<file path="src/rtl/fir_mac_pkg.sv">
// fir_mac_pkg: shared types and helpers for the time-multiplexed FIR MAC engine.
//   state_t     : controller states IDLE / MAC / DONE
//   calc_acc_w  : full-precision accumulator width for a given configuration
//   sat_trunc   : clamps to the signed range of out_w bits when FIR_MAC_SAT_EN is
//                 defined; otherwise passes the value through so the caller's
//                 narrowing cast wraps it (two's complement).
package fir_mac_pkg;

  typedef enum logic [1:0] {
    IDLE = 2'd0,
    MAC  = 2'd1,
    DONE = 2'd2
  } state_t;

  // Worst case |sum| is NUM_TAPS * 2**(DATA_W-1) * 2**(COEF_W-1), which always fits
  // in DATA_W+COEF_W+clog2(NUM_TAPS) signed bits.
  function automatic int calc_acc_w(input int data_w, input int coef_w, input int num_taps);
    return data_w + coef_w + $clog2(num_taps);
  endfunction

  function automatic logic signed [63:0] sat_trunc(input logic signed [63:0] val,
                                                  input int out_w);
    logic signed [63:0] hi;
    logic signed [63:0] lo;
    logic               sat_en;
    hi = (64'sd1 <<< (out_w - 1)) - 64'sd1;
    lo = -hi - 64'sd1;
`ifdef FIR_MAC_SAT_EN
    sat_en = 1'b1;
`else
    sat_en = 1'b0;
`endif
    if (sat_en && (val > hi)) return hi;
    if (sat_en && (val < lo)) return lo;
    return val;
  endfunction

endpackage

</file>
<file path="src/rtl/fir_delay_line.sv">
// fir_delay_line: sample shift register with indexed tap read.
//   iClk12M  : clock, rising edge
//   clr      : synchronous clear of every tap (dominates shift_en)
//   shift_en : shift din into tap 0, tap k takes tap k-1
//   din      : signed sample entering the line
//   tap_idx  : tap selected for reading
//   tap_data : combinational read of the selected tap
module fir_delay_line #(
  parameter int DATA_W   = 3,
  parameter int NUM_TAPS = 10,
  parameter int IDX_W    = $clog2(NUM_TAPS)
) (
  input  logic                     iClk12M,
  input  logic                     clr,
  input  logic                     shift_en,
  input  logic signed [DATA_W-1:0] din,
  input  logic        [IDX_W-1:0]  tap_idx,
  output logic signed [DATA_W-1:0] tap_data
);

  logic signed [DATA_W-1:0] taps [NUM_TAPS];

  always_ff @(posedge iClk12M) begin
    if (clr) begin
      for (int k = 0; k < NUM_TAPS; k++) taps[k] <= '0;
    end else if (shift_en) begin
      taps[0] <= din;
      for (int k = 1; k < NUM_TAPS; k++) taps[k] <= taps[k-1];
    end
  end

  assign tap_data = taps[tap_idx];

endmodule

</file>
<file path="src/rtl/fir_mac_engine.sv">
// fir_mac_engine: time-multiplexed FIR multiply-accumulate engine.
// Accepts one sample in IDLE, walks the taps one per cycle against an external
// synchronous coefficient memory, accumulates at full precision and presents the
// scaled result over a valid/ready handshake.
//   iClk12M    : clock, rising edge
//   iRst       : synchronous active-high reset
//   iInValid   : sample valid        iInData  : signed sample
//   oInReady   : high only in IDLE
//   oCoeffAddr : coefficient address (data returns on iCoeff the next cycle)
//   iCoeff     : signed coefficient for the previous cycle's address
//   oOutValid  : result valid, held until iOutReady
//   oOutData   : signed result       iOutReady : consumer accepts result
//   oBusy      : high in MAC or DONE
// Build option: FIR_MAC_SAT_EN defined -> output saturates instead of wrapping.
module fir_mac_engine
  import fir_mac_pkg::*;
#(
  parameter int DATA_W    = 3,
  parameter int COEF_W    = 16,
  parameter int NUM_TAPS  = 10,
  parameter int ADDR_W    = 5,
  parameter int OUT_W     = 16,
  parameter int OUT_SHIFT = 0
) (
  input  logic                     iClk12M,
  input  logic                     iRst,
  input  logic                     iInValid,
  input  logic signed [DATA_W-1:0] iInData,
  output logic                     oInReady,
  output logic        [ADDR_W-1:0] oCoeffAddr,
  input  logic signed [COEF_W-1:0] iCoeff,
  output logic                     oOutValid,
  output logic signed [OUT_W-1:0]  oOutData,
  input  logic                     iOutReady,
  output logic                     oBusy
);

  localparam int ACC_W  = calc_acc_w(DATA_W, COEF_W, NUM_TAPS);
  localparam int PROD_W = DATA_W + COEF_W;
  localparam int IDX_W  = $clog2(NUM_TAPS);
  localparam logic [ADDR_W-1:0] LAST_TAP = ADDR_W'(NUM_TAPS - 1);

  function automatic logic signed [OUT_W-1:0] fmt_out(input logic signed [ACC_W-1:0] a);
    logic signed [ACC_W-1:0] sh;
    sh = a >>> OUT_SHIFT;
    return OUT_W'(sat_trunc(64'(sh), OUT_W));
  endfunction

  state_t state, state_nx;

  logic        [ADDR_W-1:0] tap_cnt;
  logic                     issue_done;
  logic        [IDX_W-1:0]  tap_p0;
  logic                     vld_p0;
  logic signed [ACC_W-1:0]  acc_p1;
  logic signed [ACC_W-1:0]  acc_nx;
  logic signed [OUT_W-1:0]  out_data_p2;
  logic signed [DATA_W-1:0] tap_data;
  logic signed [PROD_W-1:0] prod;
  logic                     accept;

  assign accept = (state == IDLE) && iInValid;

  fir_delay_line #(
    .DATA_W  (DATA_W),
    .NUM_TAPS(NUM_TAPS),
    .IDX_W   (IDX_W)
  ) u_dly (
    .iClk12M (iClk12M),
    .clr     (iRst),
    .shift_en(accept),
    .din     (iInData),
    .tap_idx (tap_p0),
    .tap_data(tap_data)
  );

  always_ff @(posedge iClk12M) begin
    if (iRst) state <= IDLE;
    else      state <= state_nx;
  end

  // MAC ends after the drain cycle that follows the last issued address.
  always_comb begin
    state_nx = state;
    case (state)
      IDLE:    if (iInValid)   state_nx = MAC;
      MAC:     if (issue_done) state_nx = DONE;
      DONE:    if (iOutReady)  state_nx = IDLE;
      default: state_nx = IDLE;
    endcase
  end

  // Stage p0: address issue; tap index delayed to line up with iCoeff.
  always_ff @(posedge iClk12M) begin
    if (iRst) begin
      tap_cnt    <= '0;
      issue_done <= 1'b0;
      tap_p0     <= '0;
      vld_p0     <= 1'b0;
    end else begin
      case (state)
        IDLE: begin
          tap_cnt    <= '0;
          issue_done <= 1'b0;
          vld_p0     <= 1'b0;
        end
        MAC: begin
          vld_p0 <= ~issue_done;
          tap_p0 <= tap_cnt[IDX_W-1:0];
          if (!issue_done) begin
            // Counter parks on the last tap so no out-of-range address is issued.
            if (tap_cnt == LAST_TAP) issue_done <= 1'b1;
            else                     tap_cnt    <= tap_cnt + ADDR_W'(1);
          end
        end
        default: vld_p0 <= 1'b0;
      endcase
    end
  end

  // Stage p1: multiply-accumulate with the coefficient returned this cycle.
  assign prod   = PROD_W'(tap_data) * PROD_W'(iCoeff);
  assign acc_nx = vld_p0 ? acc_p1 + ACC_W'(prod) : acc_p1;

  always_ff @(posedge iClk12M) begin
    if (iRst)        acc_p1 <= '0;
    else if (accept) acc_p1 <= '0;
    else if (state == MAC) acc_p1 <= acc_nx;
  end

  // Stage p2: result capture on DONE entry, including the final product.
  always_ff @(posedge iClk12M) begin
    if (iRst)                              out_data_p2 <= '0;
    else if ((state == MAC) && issue_done) out_data_p2 <= fmt_out(acc_nx);
  end

  assign oInReady   = (state == IDLE);
  assign oBusy      = (state == MAC) || (state == DONE);
  assign oOutValid  = (state == DONE);
  assign oCoeffAddr = (state == MAC) ? tap_cnt : '0;
  assign oOutData   = out_data_p2;

endmodule
</file>
<file path="config.mk">
export PLATFORM = sky130hd
export DESIGN_NAME = fir_mac_engine
export DESIGN_NICKNAME = d
export VERILOG_FILES = /design/src/rtl/fir_mac_pkg.sv /design/src/rtl/fir_delay_line.sv /design/src/rtl/fir_mac_engine.sv
export SDC_FILE = /design/constraint.sdc
export NUM_CORES = 1
export LEC_CHECK = 0
export CAP_MARGIN = 15
export CORE_UTILIZATION = 49
export DETAILED_ROUTE_END_ITERATION = 8
export PLACE_DENSITY_LB_ADDON = 0.3
export SYNTH_ARGS = -nofsm -noshare
export SYNTH_HDL_FRONTEND = slang
export SYNTH_SLANG_ARGS = --single-unit
</file>
<file path="constraint.sdc">
create_clock -name iClk12M -period 4.92 [get_ports iClk12M]
set_clock_uncertainty 0.15 [all_clocks]
set_input_delay 0.984 -clock iClk12M [delete_from_list [all_inputs] [get_ports iClk12M]]
set_output_delay 0.984 -clock iClk12M [all_outputs]
set_load 0.005 [all_outputs]
</file>
==> results of run 1 <==
-- worst paths after layout --
kind | slack (ps) | to | cells past startpoint | startpoint
min | 320 | acc_p1[13] | 2 | acc_p1[13]
max | -160 | acc_p1[8] | 19 | u_dly.taps[3][0]
max reg2reg | -160 | acc_p1[8] | 19 | u_dly.taps[3][0]
min reg2reg | 320 | acc_p1[13] | 2 | acc_p1[13]
-- cells in the mapped netlist (2+ instances only) --
cell        n
and3_1     13
nor2_1     46
nor4_1      2
nand3_1     8
or3_1       4
or2_2       4
edfxtp_1   30
a211oi_1   16
o21ai_1     4
mux2i_1    18
a2bb2oi_1   2
inv_1      21
a21oi_1    37
dfxtp_1    49
nand2_1    43
nor4b_1     2
xor2_1      7
fa_1       28
o21bai_1    3
ha_1       34
o21ai_0     8
nand4_1     4
o211ai_1    2
inv_2       3
nor3_1      4
a2111oi_0   2
and2_1     47
clkbuf_1   21
a31oi_1     3
mux4_2      6
nand4b_1    2
xnor2_1    10
a21o_1      4
-- flip-flops by register name, summed over array words and instances, names as in the netlist, named ones only --
| register | count |
|---|---|
| tap_cnt | 5 |
| tap_p0 | 4 |
| oOutData | 16 |
| vld_p0 | 1 |
| u_dly.taps | 30 |
| state | 2 |
| issue_done | 1 |
| acc_p1 | 16 |
-- final cells by class --
type	count	area [µm²]
Clock inverter	4	31.3
Fill cell	788	3520
Multi-Input combinational cell	377	3210
Timing Repair Buffer	93	830
Sequential cell	79	1890
Clock buffer	12	135
Tap cell	133	166
Inverter	24	90.1
-- layer usage --
metal / up-vias / track usage [%] / wire length (µm)
met1: 1917 / 33.8 / 5750
met5: - / 0 / 0
met3: 12 / 4.70 / 786
met4: 0 / 6.07 / 102
met2: 118 / 38.9 / 5770
li1: 1919 / - / -
-- through the flow --
| step | setup WS [ps] | power, W | area (µm²) |
|---|---|---|---|
| floorplan | -26.2 | 0.00157 | 5080 |
| global placement | -371 | 0.00189 | 5910 |
| detailed placement | -473 | 0.00193 | 5910 |
| CTS | -129 | 0.00242 | 6170 |
| global route | -334 | 0.00267 | 6340 |
| finish | -162 | 0.00251 | 6340 |
-- what timing repair did --
| item | in CTS | in global routing |
|---|---|---|
| resized for setup | 15 | 24 |
| pin swaps | 13 | 18 |
| setup buffers | 4 | 3 |
| endpoints found under the setup margin | 11 | 17 |
-- logic make-up after synthesis --
| logic type | count (synthesis) |
|---|---|
| AOI/OAI and AO/OA | 89 |
| xor gates and xnor gates | 17 |
| adders and majority gates | 62 |
| buffers and inverters | 48 |
| DFF | 79 |
| muxes | 25 |
| and+or+nand+nor | 184 |
-- where the power goes --
part | switching (W) | total (W) | internal [W]
clock network | 0.000257 | 0.000444 | 0.000187
logic | 0.000673 | 0.00123 | 0.000562
registers | 0.0000530 | 0.000827 | 0.000774
-- worst reg2reg max path, delay by kind of cell (launching register included) --
kind | cells | cell delay (ps)
adders and majority gates | 5 | 1980
AOI/OAI and AO/OA | 5 | 920
muxes | 2 | 750
DFF | 1 | 440
and+or+nand+nor | 3 | 350
buffers and inverters | 3 | 300
xor gates and xnor gates | 1 | 150
==> qor.yml, run 1 <==
layout:
  final_cells: 722
  diodes: 0
  utilization_pct: 64.3
  final_layout_size_suffix_gt1_share_pct: 19.0
  synthToLayoutAreaGrowth_pct: 25.9
  nets: 669
  layout_common_cells: "47 x and2_1, 47 x dfxtp_1, 46 x clkdlybuf4s50_1"
floorplanning:
  die_area_um2: 10700
  dieHeight_um: 103
  num_rows: 36
  core-area_um2: 9860
  initial_core_util_pct: 51.1
  ios: 47
  die_w_um: 103
global_route:
  grt_pass1_wl_mm: 19.5
  grt_max_degree: 47
  antenna_found_initial: 0
  overflow: 0
  grt_use_total_pct: 24.3
  grt_pass1_vias: 3987
power_and_ir_drop:
  peakVddDrop_mv: 0.275
  power_density_nw_per_um2: 395
  p_leak_nw: 2.58
yosys:
  yosys-top-cells-area: "dfxtp_1 19%, edfxtp_1 18%, fa_1 11%"
  synth_cells: 504
  synth_xor_area_share_pct: 2.96
  ys_async_sr_fraction_pct: 0
  synthMuxAreaShare_pct: 6.48
  synth.top_cell.area_share_pct: 19.5
  synthAdderAreaFrac_pct: 19.6
  synth-edff-count: 30
  synth-compound-area-share_pct: 11.3
  synth_seq_area_share_pct: 37.3
  synth_area_per_cell_um2: 10.0
  synth_cell_types: 50
  yosysWarnings: 0
  synth_top_family_by_area: "adder cells"
  ys.flop_type: "dfxtp_1"
  yosys.area.top_type: "dfxtp_1"
  synth-simple-area-share_pct: 18.6
  ys_ff_latch: 79
  synth_fp_nets: 589
  synth_area_um2: 5040
detailed_routing:
  firstDrtPassIters: 4
  drc: 0
  first_iter_violations: 238
  via_per_inst: 5.49
  vias: 3966
  ant_nets: 0
  drt_wl_total_mm: 12.4
  post_drt_wl_per_cell_um: 17.2
timing:
  fin_crit_sh_pct: 103
  max_freq_mhz: 197
  period_needed_ps: 5080
  rsz0062_at_grt: "true"
  worst_slack_ps: -162
  finalSetupTns_ps: -655
  whs_ps: 318
  tightest_slew_ps: 797
  finalSetupViolCount: 7
  drv_slew: 0
  hold_viol: 0
  slew_headroom_pct: 46.1
placement:
  post-dp-hpwl_mm: 8.72
  post-place-cells: 699
  globalplace.congestion: 0.942
  io_buffers: 46
min_path:
  hp-class: "reg2reg"
clock_network:
  cts_sinks: 79
  cts_buffers: 9
  clk_latency_ps: 360
  htreeDepth: 3
  cts_tree: "yes"
  cts_buffer_depth: 2
  clock-root-buffer: "clkbuf_8"
  holdBufCountCts: 0
  cts.clk_slew.worst_paths_ps: 90
worst_setup_path:
  start_kind: "flip-flop"
  worstSetupPathType: "reg2reg"
  crit_path_max_fanout: 4
  cp.buffers_inverters: 3
  slowest_stage: "fa_1"
  arrival_ps: 5220
  path_cells: "mux4_2, mux2_4, nand2b_4, nand3_2, fa_1, fa_1, inv_1, fa_1, ha_4, fa_2, a21o_1, a21o_4, buf_4, buf_6, a21o_1, a21oi_2, xnor2_2, nand2_1, a21oi_2"
  worstSetupEndpointType: "flip-flop"
  cpLargestDelayFamily: "adder cells"
  cp.required_ps: 5060
  crit_path_frequent_cell: "fa_1"
  crit_path_max_incr_delay_ps: 500
flow_run:
  cap_violations: 0
status:
  status: "finished with violations"
  violations: "setup timing"
(Power assumes the default switching activity.)
==> inputs of run 2 (changes only) <==
--- a/config.mk
+++ b/config.mk
@@ -8,6 +8,7 @@
 export CAP_MARGIN = 15
 export CORE_UTILIZATION = 49
 export DETAILED_ROUTE_END_ITERATION = 8
+export DONT_BUFFER_PORTS = 1
 export PLACE_DENSITY_LB_ADDON = 0.3
 export SYNTH_ARGS = -nofsm -noshare
 export SYNTH_HDL_FRONTEND = slang
==> run 2 against run 1 <==
  * The flow still finishes with violations (setup timing)
  * First-iteration DRC count is 24% lower
  * Global-route usage is 1.1 points lower
  * Combinational power is 4% lower
  * Hold slack worse by 2.2 ps
  * Critical path depth fell by 1
  * Sequential share of layout area increased by 2.5 points
  * Cell count shrank 7.6%
  * Core utilization fell by 5.0 points
  * Sequential power hardly changed
==> qor.yml, run 2 (synthesis results as in run 1) <==
placement:
  post-dp-hpwl_mm: 8.33
  io_buffers: 0
  globalplace.congestion: 0.883
min_path:
  holdPathStages: 2
  min_to: "acc_p1[13]"
  hp-start: "acc_p1[13]"
  hp-class: "reg2reg"
clock_network:
  clock-root-buffer: "clkbuf_8"
  cts_tree: "yes"
  cts_buffer_depth: 2
  clk_latency_ps: 380
  cts_buffers: 9
  htreeDepth: 3
  cts_sinks: 79
  cts.clk_slew.worst_paths_ps: 100
timing:
  finalSetupViolCount: 7
  tightest_slew_ps: 1090
  drv_slew: 0
  hold_viol: 0
  worst_slack_ps: -163
  slew_headroom_pct: 26.8
  rsz0062_at_grt: "true"
  max_freq_mhz: 197
  fin_crit_sh_pct: 103
  finalSetupTns_ps: -693
  period_needed_ps: 5080
detailed_routing:
  via_per_inst: 5.67
  drt-met1-wl_mm: 5.34
  ant_nets: 0
  wl_met3_um: 824
  dr_wl_met2_mm: 5.22
  drc: 0
  firstDrtPassIters: 4
  vias: 3781
  post_drt_wl_per_cell_um: 17.3
  top_layer: "met4"
  first_iter_violations: 181
  drt_wl_total_mm: 11.5
worst_setup_path:
  cp.required_ps: 5010
  reg2reg_depth: 18
  worstReg2RegStart: "u_dly.taps[3][0]"
  r2r_end: "oOutData[12]"
  start_kind: "flip-flop"
  worstSetupPathType: "reg2reg"
  crit_path_max_fanout: 4
  arrival_ps: 5170
  worstSetupEndpointType: "flip-flop"
  r2r_setup_slack_ps: -160
global_route:
  grt_use_total_pct: 23.2
  overflow: 0
  grt_max_degree: 47
  antenna_found_initial: 0
  grt_pass1_vias: 3721
  grt_pass1_wl_mm: 18.2
layout:
  nets: 614
  layout_common_cells: "47 x and2_1, 47 x dfxtp_1, 45 x nor2_1"
  final_layout_size_suffix_gt1_share_pct: 20.0
  utilization_pct: 59.4
  diodes: 0
  synthToLayoutAreaGrowth_pct: 16.2
  top_register: "u_dly.taps"
  largest_reg_flops: 30
power_and_ir_drop:
  power_density_nw_per_um2: 425
  peakVddDrop_mv: 0.220
  p_leak_nw: 2.37
status:
  status: "finished with violations"
  violations: "setup timing"
flow_run:
  cap_violations: 0
floorplanning:
  die_w_um: 103
  core-area_um2: 9860
  die_area_um2: 10700
  dieHeight_um: 103
  num_rows: 36
  initial_core_util_pct: 51.1
  ios: 47
-- run 2: metal layers --
layer,vias up,track usage [%]
li1,1823,-
met1,1853,32.1
met2,96,34.8
met3,9,5.98
met4,0,9.10
met5,-,0
-- run 2: worst max-delay path by stage --
stage | slack (ps) | depth (start not counted) | from | to
after CTS | -100 | 17 | u_dly.taps[3][0] | acc_p1[14]
after detailed placement | -180 | 18 | flip-flop | oOutData[10]
final | -160 | 18 | u_dly.taps[3][0] | oOutData[12]
after global placement | -100 | 18 | flip-flop | oOutData[10]
after global routing | -320 | 17 | u_dly.taps[6][0] | oOutData[10]
after floorplan | -30 | 19 | flip-flop | oOutData[10]
-- run 2: worst max-delay path, cell delays in order (launching register included) --
cell and delay [ps]:
edfxtp_1 430, mux4_2 470, mux2_4 280, nand2b_4 170
nand3_2 80, fa_1 420, fa_1 490, inv_1 50
fa_1 440, ha_2 210, fa_2 360, a21o_1 180
a21o_1 240, a2111oi_4 330, buf_4 160, or3_1 130
a31oi_4 100, mux2i_1 170, a21oi_1 90
-- run 2: what timing repair did --
action	4_1_cts	5_1_grt
pin swaps	7	15
buffers inserted	2	2
resized for setup	13	25
hold buffers	0	0
endpoints found under the setup margin	10	15
-- run 2: area by class of cell --
| class | count | area, µm² |
|---|---|---|
| timing repair buffer | 38 | 302 |
| clock inverter | 7 | 72.6 |
| sequential | 79 | 1890 |
| tap | 133 | 166 |
| clock buffer | 9 | 124 |
| inverter | 24 | 90.1 |
| fill | 823 | 4010 |
| multi-input combinational | 377 | 3210 |
-- run 2: through the flow --
stage	setup WS [ps]	cells	power (W)	hold slack (ps)	cell area [µm²]
3_3_place_gp	-101	647	0.00184	293	5410
4_1_cts	-105	665	0.00240	319	5690
6_report	-163	667	0.00249	316	5860
5_1_grt	-321	667	0.00266	342	5860
2_1_floorplan	-26.2	504	0.00157	286	5080
3_5_place_dp	-176	647	0.00187	305	5410
-- run 2: report_power, final --
part           switching, W  internal, W  total [W]
clock              0.000287     0.000200   0.000486
combinational      0.000652     0.000524    0.00118
sequential        0.0000521     0.000775   0.000827
==> inputs of run 3 (changes only) <==
--- a/config.mk
+++ b/config.mk
@@ -5,7 +5,6 @@
 export SDC_FILE = /design/constraint.sdc
 export NUM_CORES = 1
 export LEC_CHECK = 0
-export CAP_MARGIN = 15
 export CORE_UTILIZATION = 49
 export DETAILED_ROUTE_END_ITERATION = 8
 export DONT_BUFFER_PORTS = 1
==> constraint.sdc (replaced) <==
create_clock -name iClk12M -period 5.55 [get_ports iClk12M]
set_clock_uncertainty 0.15 [all_clocks]
set_input_delay 1.11 -clock iClk12M [delete_from_list [all_inputs] [get_ports iClk12M]]
set_output_delay 1.11 -clock iClk12M [all_outputs]
set_load 0.005 [all_outputs]
==> run 3 against run 2 <==
  * Fmax shrank 3.4%
  * Wire length shrank 4.3%
  * Via count fell by 5.3%
  * Final area is 6.9% lower
  * Cell count decreased by 3.1%
  * The flow now finishes without violations
  * Combinational power down 27%
  * Sequential cell count unchanged
  * Global-route usage down 0.36 points
  * Non-clock buffer count shrank 21
==> qor.yml, run 3 (synthesis results as in run 1) <==
detailed_routing:
  firstDrtPassIters: 6
  drc: 0
  via_per_inst: 5.54
  ant_nets: 0
  drt_wl_total_mm: 11.0
  vias: 3581
  post_drt_wl_per_cell_um: 17.1
  first_iter_violations: 245
floorplanning:
  initial_core_util_pct: 51.1
  ios: 47
  die_area_um2: 10700
  core-area_um2: 9860
  num_rows: 36
  dieHeight_um: 103
  die_w_um: 103
clock_network:
  cts_buffer_depth: 2
  postCtsSetupBuffers: 0
  cts_resized: 0
  clock-root-buffer: "clkbuf_8"
  cts.clk_slew.worst_paths_ps: 100
  cts_buffers: 9
  clk_latency_ps: 370
  htreeDepth: 3
  holdBufCountCts: 0
  cts_tree: "yes"
  cts_sinks: 79
timing:
  finalSetupViolCount: 0
  max_freq_mhz: 190
  worst_slack_ps: 290
  tightest_slew_ps: 711
  slew_headroom_pct: 51.9
  hold_viol: 0
  period_needed_ps: 5260
  rsz0062_at_grt: "false"
  fin_crit_sh_pct: 94.8
  finalSetupTns_ps: 0
  drv_slew: 0
placement:
  io_buffers: 0
  post-dp-hpwl_mm: 8.18
  pre_cts_slack_ps: 70.7
  globalplace.congestion: 0.948
global_route:
  grt_pass1_wl_mm: 18.0
  grt_max_degree: 47
  grt_use_total_pct: 22.8
  overflow: 0
  grt_pass1_vias: 3631
  antenna_found_initial: 0
power_and_ir_drop:
  peakVddDrop_mv: 0.232
  power_density_nw_per_um2: 371
  p_leak_nw: 2.24
  total_power_w: 0.00202
worst_setup_path:
  worstSetupPathType: "reg2reg"
  start_kind: "flip-flop"
  worstSetupEndpointType: "flip-flop"
  cp.required_ps: 5690
  arrival_ps: 5400
  crit_path_max_fanout: 6
min_path:
  hp-class: "reg2reg"
layout:
  nets: 593
  synthToLayoutAreaGrowth_pct: 8.17
  fillers: 863
  final_common_cell: "dfxtp_1"
  top_register: "u_dly.taps"
  layout_common_cells: "48 x dfxtp_1, 47 x and2_1, 45 x nor2_1"
  final_layout_size_suffix_gt1_share_pct: 10.7
  diodes: 0
  largest_reg_flops: 30
flow_run:
  cap_violations: 0
status:
  status: "finished, final reports clean"
-- run 3: changes by cell type in the layout (fill, tap and decap cells not counted), moves of 3 or more --
cell	change
a211oi_1	+3
a211oi_2	-3
a21oi_1	+7
a21oi_2	-6
buf_4	-20
ha_1	+8
ha_2	-4
ha_4	-4
-- run 3: final timing paths --
kind / start / endpoint / slack, ps / cells after the start
hold reg to reg: tap_p0[3] / tap_p0[3] / 320 / 2
setup / recovery: flip-flop / oOutData[10] / 290 / 19
setup reg to reg: flip-flop / oOutData[10] / 290 / 19
hold / removal: tap_p0[3] / tap_p0[3] / 320 / 2
-- run 3: power by group --
group | leakage [nW] | switching (W) | internal (W)
registers | 0.722 | 0.0000453 | 0.000686
clock network | 0.103 | 0.000249 | 0.000179
logic | 1.42 | 0.000507 | 0.000356
-- run 3: layout make-up --
cell class / instances / area [µm²] / share of cell area (%)
Clock buffer: 9 / 124 / 2.27
Clock inverter: 7 / 73.8 / 1.35
Inverter: 24 / 90.1 / 1.65
Multi-Input combinational cell: 377 / 2980 / 54.7
Sequential cell: 79 / 1890 / 34.6
Tap cell: 133 / 166 / 3.05
Timing Repair Buffer: 17 / 131 / 2.41
-- run 3: metal layers --
| metal | track usage (%) | wire length (µm) | part of all wire, % |
|---|---|---|---|
| met1 | 30.1 | 5090 | 46 |
| met2 | 35.6 | 5140 | 47 |
| met3 | 6.45 | 633 | 5.7 |
| met4 | 8.99 | 157 | 1.4 |
| met5 | 0 | 0 | 0 |
-- run 3: through the flow --
| step | utilization, % | hold slack, ps | cells | area (µm²) |
|---|---|---|---|---|
| 2_1_floorplan | - | 286 | 504 | 5040 |
| 3_3_place_gp | 53.1 | 295 | 630 | 5240 |
| 3_5_place_dp | 53.1 | 304 | 630 | 5240 |
| 4_1_cts | 55.1 | 319 | 646 | 5430 |
| 5_1_grt | 55.3 | 355 | 646 | 5450 |
| 6_report | 55.3 | 318 | 646 | 5450 |
-- run 3: worst max-delay path: stages, from the launching register on --
cell,delay [ps]
dfxtp_1,360
buf_6,150
mux4_2,510
o22a_1,220
nand2_1,100
or2_2,130
fa_1,410
fa_1,530
inv_1,60
fa_1,460
ha_1,240
fa_2,350
a21o_1,190
a21o_1,210
a2111oi_2,350
buf_4,160
o21bai_1,80
xnor2_1,220
mux2i_1,100
a211oi_1,200
